$ cat src/rtl/keypad_pkg.sv
// Shared types, key map and small decode helpers for the 4x4 hex keypad scanner.
package keypad_pkg;

    typedef enum logic [1:0] {
        IDLE       = 2'd0,
        PRESS_DB   = 2'd1,
        HELD       = 2'd2,
        RELEASE_DB = 2'd3
    } kp_state_t;

    typedef enum logic [1:0] {
        KP_NONE  = 2'd0,
        KP_KEY   = 2'd1,
        KP_GHOST = 2'd2
    } kp_frame_t;

    // Indexed {row, col}; Pmod KYPD layout.
    localparam logic [3:0] KEY_MAP [0:15] = '{
        4'h1, 4'h2, 4'h3, 4'hA,
        4'h4, 4'h5, 4'h6, 4'hB,
        4'h7, 4'h8, 4'h9, 4'hC,
        4'h0, 4'hF, 4'hE, 4'hD
    };

    // Number of low rows in one sample, saturated at 2 (2 means "several").
    function automatic logic [1:0] kp_low_count(input logic [3:0] low);
        case (low)
            4'b0000:                            kp_low_count = 2'd0;
            4'b0001, 4'b0010, 4'b0100, 4'b1000: kp_low_count = 2'd1;
            default:                            kp_low_count = 2'd2;
        endcase
    endfunction

    function automatic logic [1:0] kp_row_index(input logic [3:0] low);
        case (low)
            4'b0001: kp_row_index = 2'd0;
            4'b0010: kp_row_index = 2'd1;
            4'b0100: kp_row_index = 2'd2;
            4'b1000: kp_row_index = 2'd3;
            default: kp_row_index = 2'd0;
        endcase
    endfunction

endpackage

$ cat src/rtl/keypad_hex_in_sync_2ff.sv
// Two-flop synchroniser for asynchronous level inputs.
module sync_2ff #(
    parameter int               WIDTH     = 4,
    parameter logic [WIDTH-1:0] RESET_VAL = '0
) (
    input  logic             clk,
    input  logic             reset,
    input  logic [WIDTH-1:0] d_i,
    output logic [WIDTH-1:0] q_o
);

    logic [WIDTH-1:0] meta_q;
    logic [WIDTH-1:0] sync_q;

    // Two-stage capture of the asynchronous input.
    always_ff @(posedge clk) begin
        if (reset) begin
            meta_q <= RESET_VAL;
            sync_q <= RESET_VAL;
        end else begin
            meta_q <= d_i;
            sync_q <= meta_q;
        end
    end

    assign q_o = sync_q;

endmodule

$ cat src/rtl/keypad_hex_in.sv
// 4x4 hex keypad scanner/debouncer with valid/ready key events and an 8-digit history.
// Optional autorepeat while a key is held: define KEYPAD_AUTOREPEAT_EN.
module keypad_hex_in
    import keypad_pkg::*;
#(
    parameter int SCAN_DIV_W      = 10,
    parameter int DEBOUNCE_FRAMES = 4,
    parameter int REPEAT_FRAMES   = 32
) (
    input  logic        clk,
    input  logic        reset,
    output logic [3:0]  col,
    input  logic [3:0]  row,
    output logic        key_valid,
    output logic [3:0]  key_code,
    input  logic        key_ready,
    output logic        overrun,
    input  logic        clear,
    output logic [31:0] value
);

    localparam logic [3:0] DB_N = 4'(DEBOUNCE_FRAMES);

    if (DEBOUNCE_FRAMES < 1 || DEBOUNCE_FRAMES > 15 || REPEAT_FRAMES < 1) begin : g_param_check
        $error("keypad_hex_in: parameter out of range");
    end

    logic [SCAN_DIV_W-1:0] div_q;
    logic [1:0]            cidx_q;
    logic [3:0]            col_q;
    logic [1:0]            acc_cnt_q;
    logic [3:0]            acc_key_q;
    logic [3:0]            row_sync_s;
    logic [3:0]            row_low_s;
    logic                  slot_end_s;
    logic                  frame_end_s;
    logic [1:0]            slot_cnt_s;
    logic [2:0]            sum_s;
    logic [1:0]            frame_cnt_s;
    logic [3:0]            frame_idx_s;
    logic [3:0]            frame_code_s;
    kp_frame_t             frame_s;

    kp_state_t             state_q, state_d;
    logic [3:0]            cand_q, cand_d;
    logic [3:0]            cnt_q, cnt_d;
    logic                  fsm_emit_s;
    logic                  rep_emit_s;
    logic                  emit_s;
    logic                  key_valid_q;
    logic [3:0]            key_code_q;
    logic                  overrun_q;
    logic [31:0]           value_q;

    sync_2ff #(
        .WIDTH     (4),
        .RESET_VAL (4'hF)
    ) u_row_sync (
        .clk   (clk),
        .reset (reset),
        .d_i   (row),
        .q_o   (row_sync_s)
    );

    assign row_low_s   = ~row_sync_s;
    assign slot_end_s  = &div_q;
    assign frame_end_s = slot_end_s & (cidx_q == 2'd3);
    assign slot_cnt_s  = kp_low_count(row_low_s);

    // Fold this slot's sample into the running frame tally.
    always_comb begin
        sum_s = {1'b0, acc_cnt_q} + {1'b0, slot_cnt_s};
        if (sum_s >= 3'd2) begin
            frame_cnt_s = 2'd2;
        end else begin
            frame_cnt_s = sum_s[1:0];
        end
        if (slot_cnt_s == 2'd1) begin
            frame_idx_s = {kp_row_index(row_low_s), cidx_q};
        end else begin
            frame_idx_s = acc_key_q;
        end
        case (frame_cnt_s)
            2'd0:    frame_s = KP_NONE;
            2'd1:    frame_s = KP_KEY;
            default: frame_s = KP_GHOST;
        endcase
        frame_code_s = KEY_MAP[frame_idx_s];
    end

    // Column scan timing and per-frame row accumulation.
    always_ff @(posedge clk) begin
        if (reset) begin
            div_q     <= '0;
            cidx_q    <= 2'd0;
            col_q     <= 4'b1110;
            acc_cnt_q <= 2'd0;
            acc_key_q <= 4'd0;
        end else begin
            div_q <= div_q + SCAN_DIV_W'(1);
            if (slot_end_s) begin
                cidx_q <= cidx_q + 2'd1;
                col_q  <= ~(4'b0001 << (cidx_q + 2'd1));
                if (frame_end_s) begin
                    acc_cnt_q <= 2'd0;
                    acc_key_q <= 4'd0;
                end else begin
                    acc_cnt_q <= frame_cnt_s;
                    acc_key_q <= frame_idx_s;
                end
            end
        end
    end

    // Debounce state transitions, evaluated once per frame.
    always_comb begin
        state_d    = state_q;
        cand_d     = cand_q;
        cnt_d      = cnt_q;
        fsm_emit_s = 1'b0;
        if (frame_end_s) begin
            case (state_q)
                IDLE: begin
                    if (frame_s == KP_KEY) begin
                        cand_d     = frame_code_s;
                        cnt_d      = 4'd1;
                        state_d    = (DB_N == 4'd1) ? HELD : PRESS_DB;
                        fsm_emit_s = (DB_N == 4'd1);
                    end else begin
                        state_d = IDLE;
                    end
                end
                PRESS_DB: begin
                    if (frame_s == KP_KEY && frame_code_s == cand_q) begin
                        cnt_d = cnt_q + 4'd1;
                        if (cnt_q + 4'd1 >= DB_N) begin
                            state_d    = HELD;
                            fsm_emit_s = 1'b1;
                        end else begin
                            state_d = PRESS_DB;
                        end
                    end else if (frame_s == KP_KEY) begin
                        cand_d     = frame_code_s;
                        cnt_d      = 4'd1;
                        state_d    = (DB_N == 4'd1) ? HELD : PRESS_DB;
                        fsm_emit_s = (DB_N == 4'd1);
                    end else begin
                        state_d = IDLE;
                    end
                end
                HELD: begin
                    if (frame_s == KP_KEY) begin
                        state_d = HELD;
                    end else begin
                        cnt_d   = 4'd1;
                        state_d = (DB_N == 4'd1) ? IDLE : RELEASE_DB;
                    end
                end
                RELEASE_DB: begin
                    if (frame_s == KP_KEY && frame_code_s == cand_q) begin
                        state_d = HELD;
                    end else if (frame_s == KP_KEY) begin
                        cand_d     = frame_code_s;
                        cnt_d      = 4'd1;
                        state_d    = (DB_N == 4'd1) ? HELD : PRESS_DB;
                        fsm_emit_s = (DB_N == 4'd1);
                    end else begin
                        cnt_d   = cnt_q + 4'd1;
                        state_d = (cnt_q + 4'd1 >= DB_N) ? IDLE : RELEASE_DB;
                    end
                end
                default: begin
                    state_d = IDLE;
                end
            endcase
        end else begin
            state_d = state_q;
        end
    end

`ifdef KEYPAD_AUTOREPEAT_EN
    localparam int REP_W = $clog2(2 * REPEAT_FRAMES + 1);

    logic [REP_W-1:0] rep_q, rep_d;

    // Held-frame counter; zero outside HELD so every entry starts fresh.
    always_comb begin
        rep_d      = rep_q;
        rep_emit_s = 1'b0;
        if (state_q != HELD) begin
            rep_d = '0;
        end else if (frame_end_s && frame_s == KP_KEY) begin
            if (rep_q + REP_W'(1) == REP_W'(2 * REPEAT_FRAMES)) begin
                rep_d      = REP_W'(REPEAT_FRAMES);
                rep_emit_s = 1'b1;
            end else begin
                rep_d = rep_q + REP_W'(1);
            end
        end else begin
            rep_d = rep_q;
        end
    end

    // Autorepeat counter register.
    always_ff @(posedge clk) begin
        if (reset) begin
            rep_q <= '0;
        end else begin
            rep_q <= rep_d;
        end
    end
`else
    assign rep_emit_s = 1'b0;
`endif

    assign emit_s = fsm_emit_s | rep_emit_s;

    // FSM state plus registered event, overrun and history outputs.
    always_ff @(posedge clk) begin
        if (reset) begin
            state_q     <= IDLE;
            cand_q      <= 4'd0;
            cnt_q       <= 4'd0;
            key_valid_q <= 1'b0;
            key_code_q  <= 4'd0;
            overrun_q   <= 1'b0;
            value_q     <= 32'd0;
        end else begin
            state_q <= state_d;
            cand_q  <= cand_d;
            cnt_q   <= cnt_d;
            if (clear) begin
                value_q <= 32'd0;
            end else if (emit_s) begin
                value_q <= {value_q[27:0], cand_d};
            end
            if (clear) begin
                overrun_q <= 1'b0;
            end else if (emit_s && key_valid_q && !key_ready) begin
                overrun_q <= 1'b1;
            end
            // An emit coinciding with an accept replaces the event instead of dropping it.
            if (emit_s) begin
                if (!key_valid_q || key_ready) begin
                    key_valid_q <= 1'b1;
                    key_code_q  <= cand_d;
                end
            end else if (key_valid_q && key_ready) begin
                key_valid_q <= 1'b0;
            end
        end
    end

    assign col       = col_q;
    assign key_valid = key_valid_q;
    assign key_code  = key_code_q;
    assign overrun   = overrun_q;
    assign value     = value_q;

endmodule
$ cat config.mk
export PLATFORM = sky130hd
export DESIGN_NAME = keypad_hex_in
export DESIGN_NICKNAME = d
export VERILOG_FILES = /design/src/rtl/keypad_pkg.sv /design/src/rtl/keypad_hex_in_sync_2ff.sv /design/src/rtl/keypad_hex_in.sv
export SDC_FILE = /design/constraint.sdc
export NUM_CORES = 1
export LEC_CHECK = 0
export BUFFER_PORTS_ARGS = -buffer_cell sky130_fd_sc_hd__clkbuf_2
export CAP_MARGIN = 20
export CORE_UTILIZATION = 53
export CTS_CLUSTER_SIZE = 16
export DETAILED_ROUTE_END_ITERATION = 7
export HOLD_SLACK_MARGIN = 0.06
export PLACE_DENSITY = 0.83
export SLEW_MARGIN = 0
export SYNTH_ARGS = -nofsm -noshare
export SYNTH_HDL_FRONTEND = slang
export SYNTH_SLANG_ARGS = --single-unit
export TNS_END_PERCENT = 20
$ cat constraint.sdc
create_clock -name clk -period 7.9 [get_ports clk]
set_clock_uncertainty 0.05 [all_clocks]
set_input_delay 0.79 -clock clk [delete_from_list [all_inputs] [get_ports clk]]
set_output_delay 0.79 -clock clk [all_outputs]
set_load 0.005 [all_outputs]
==> flow_metrics.tcl <==
set metrics [dict create \
    status "complete, but fails checks" \
    violations "design-rule violations" \
    whs_ns 0.370 \
    grt_pass1_vias 2785 \
    hold_class "reg -> reg" \
    rows 29 \
    cts_htree_levels 3 \
    cts-root-buf "clkbuf_8" \
    startpoint_type "register" \
    syn-num-nets 406 \
    hold_buffers 0 \
    finalHoldViolCount 0 \
    dr.first_iter.drc_count 145 \
    clk_path_buf_depth 2 \
    period_needed_ns 4.14 \
    synth_top_area_cell "dfxtp_1" \
    cp.required_ns 8.13 \
    postSynthAreaPerCell_sq_um 9.23 \
    cellLeakagePower_uw 0.00157 \
    netlist_area_sq_um 3560 \
    drcViolationCount 2 \
    diodes 0 \
    core-area_sq_um 6420 \
    maxCapViolCount 0 \
    synth_top_area_share_pct 43.9 \
    layout.nets 448 \
    rsz0062_at_grt "no" \
    worstMarginPinSlew_ns 0.510 \
    critPathMaxFanout 42 \
    period_share_pct 52.4 \
    grt_max_degree 43 \
    cts_tree "done" \
    wirelength_um 7220 \
    dr_total_vias 2846 \
    met2_length_um 3490 \
    place_area_sq_um 3810 \
    synth_cell_type_count 52 \
    post_cts_buffers 0 \
    slew_viol_final 0 \
    antenna_found_initial 0 \
    setup_tns_ns 0 \
    synth_ff_type "dfxtp_1" \
    cts.sinks 78 \
    cts_buffers 9 \
    seq_area_frac_synth_pct 43.9 \
    post_cts_resized 0 \
    ys_ff_latch 78 \
    synth_warnings 0 \
    drive_gt1_share_pct 20.6 \
    grt_util_all_layers_pct 22.4 \
    final.setup.worst_slack_ns 3.76 \
    area.growth.synth_to_final_pct 11.7 \
    die_x_um 84.0 \
    netlist_instances 386 \
    dr_wl_met3_um 378 \
    place_congestion 0.880 \
    avgViaCountPerCell 5.60 \
    slew_headroom_pct 65.0 \
    worstSetupPathType "reg -> reg" \
    synthTopCellsByArea "dfxtp_1, mux2i_1, nor2_1" \
    synth-edff-count 0 \
    seq_area_sq_um 1560 \
    critical_path_arrival_ns 4.37 \
    p_per_area_nw_per_um2 174 \
    insertion_delay_ns 0.35 \
    dp_slack_ns 3.76 \
    ios 50 \
    ys_top_cells_by_count "dfxtp_1, nor2_1, mux2i_1" \
    synth.most_common_cell "dfxtp_1" \
    final_area_sq_um 3980 \
    detail_route.wl_per_cell_um 14.2 \
    peakVddDrop_mv 0.124 \
    initial_utilization_pct 55.4 \
    cts.clk_slew.worst_paths_ns 0.08 \
    dpl.hpwl_um 5020 \
    fmax_mhz 242 \
    wl_met1_um 3140 \
    antenna_left 0 \
    nFillCells 549 \
    die_area_sq_um 7050 \
    io_buffers 49 \
    grt_pass1_wl_um 12500 \
    multi_input_area_sq_um 1850 \
    ys_async_sr_fraction_pct 0 \
    finalSetupViolations 0 \
    overflow 0 \
    end_kind "register" \
    first_pass_iters 6 \
    die_y_um 84.0 \
    topRoutingLayerUsed "met4" \
    postLayoutCoreUtil_pct 61.9 \
]
critical path, stage by stage (launching register included):
cell and delay [ns]:
dfxtp_1 0.50, nand4b_2 0.22, o211ai_2 0.17, ha_1 0.21, fa_1 0.41, nor2_1 0.18, nand2_1 0.22, a41o_1 0.26
nor3b_1 0.31, nand4_4 0.20, nor4_4 0.25, buf_4 0.51, and2_1 0.34, mux2i_1 0.22
state kept, by name (all words and copies together) (netlist names):
register / flops
value: 32
div_q: 10
acc_key_q: 4
cand_q: 4
cnt_q: 4
col: 4
key_code: 4
u_row_sync.meta_q: 4
u_row_sync.q_o: 4
acc_cnt_q: 2
cidx_q: 2
state_q: 2
key_valid: 1
overrun: 1
final timing paths:
| kind | from | end | slack, ns | cells past startpoint |
|---|---|---|---|---|
| max reg2reg | u_row_sync.q_o[3] | key_code[2] | 3.76 | 13 |
| min | u_row_sync.meta_q[3] | u_row_sync.q_o[3] | 0.37 | 1 |
| min reg2reg | u_row_sync.meta_q[3] | u_row_sync.q_o[3] | 0.37 | 1 |
| max | u_row_sync.q_o[3] | key_code[2] | 3.76 | 13 |
report_power, final:
group          leakage (uW)  switching, uW  internal (uW)
Clock             0.0000800            139            118
Sequential         0.000631           3.46            396
Combinational      0.000859           23.4           13.5
Total               0.00157            166            527
logic make-up (layout without fill, tap and decap cells):
| logic type | count (synthesis) | count (layout) | synth area share (%) |
|---|---|---|---|
| adder cells (fa/ha/maj) | 13 | 13 | 4.71 |
| multiplexers | 36 | 36 | 10.2 |
| flip-flops | 78 | 78 | 43.9 |
| AO/OA/AOI/OAI | 73 | 73 | 14.2 |
| XOR/XNOR | 13 | 13 | 3.20 |
| buffers and inverters | 32 | 77 | 4.15 |
| AND/OR/NAND/NOR | 141 | 141 | 19.7 |
metrics by stage:
step | power [uW] | cells
2_1_floorplan | 437 | 386
3_3_place_gp | 444 | 494
3_5_place_dp | 445 | 494
4_1_cts | 700 | 508
5_1_grt | 721 | 508
6_report | 693 | 508
routing by layer:
metal,global-route usage [%],up-vias
li1,-,1440
met1,25.8,1329
met2,36.8,61
met3,6.63,16
met4,13.0,0
met5,0,-
final cells by class:
cell class	count	share of cell area (%)
flip-flops and latches	78	39.3
well taps	77	2.42
repair buffers	51	6.54
clock buffers	10	3.46
clock inverters	4	0.629
multi-input cells	276	46.6
inverters	12	1.13
layout by cell type, fill, tap and decap left out, types with 3 or more instances in the layout:
master	instances
inv_1	11
xor2_1	7
clkbuf_8	10
a21oi_1	21
xnor2_1	6
and2_1	3
or3_1	5
nor2_1	61
a31oi_1	3
clkbuf_2	49
nand3_1	12
a211oi_1	5
dfxtp_1	78
nand2_1	18
nand4_1	3
mux2i_1	35
o211ai_1	8
nor2b_1	3
nor3_1	10
o21ai_0	15
and3_1	3
or2_2	12
ha_1	11
nand2b_1	3
Power figures use the tool's default switching activity.
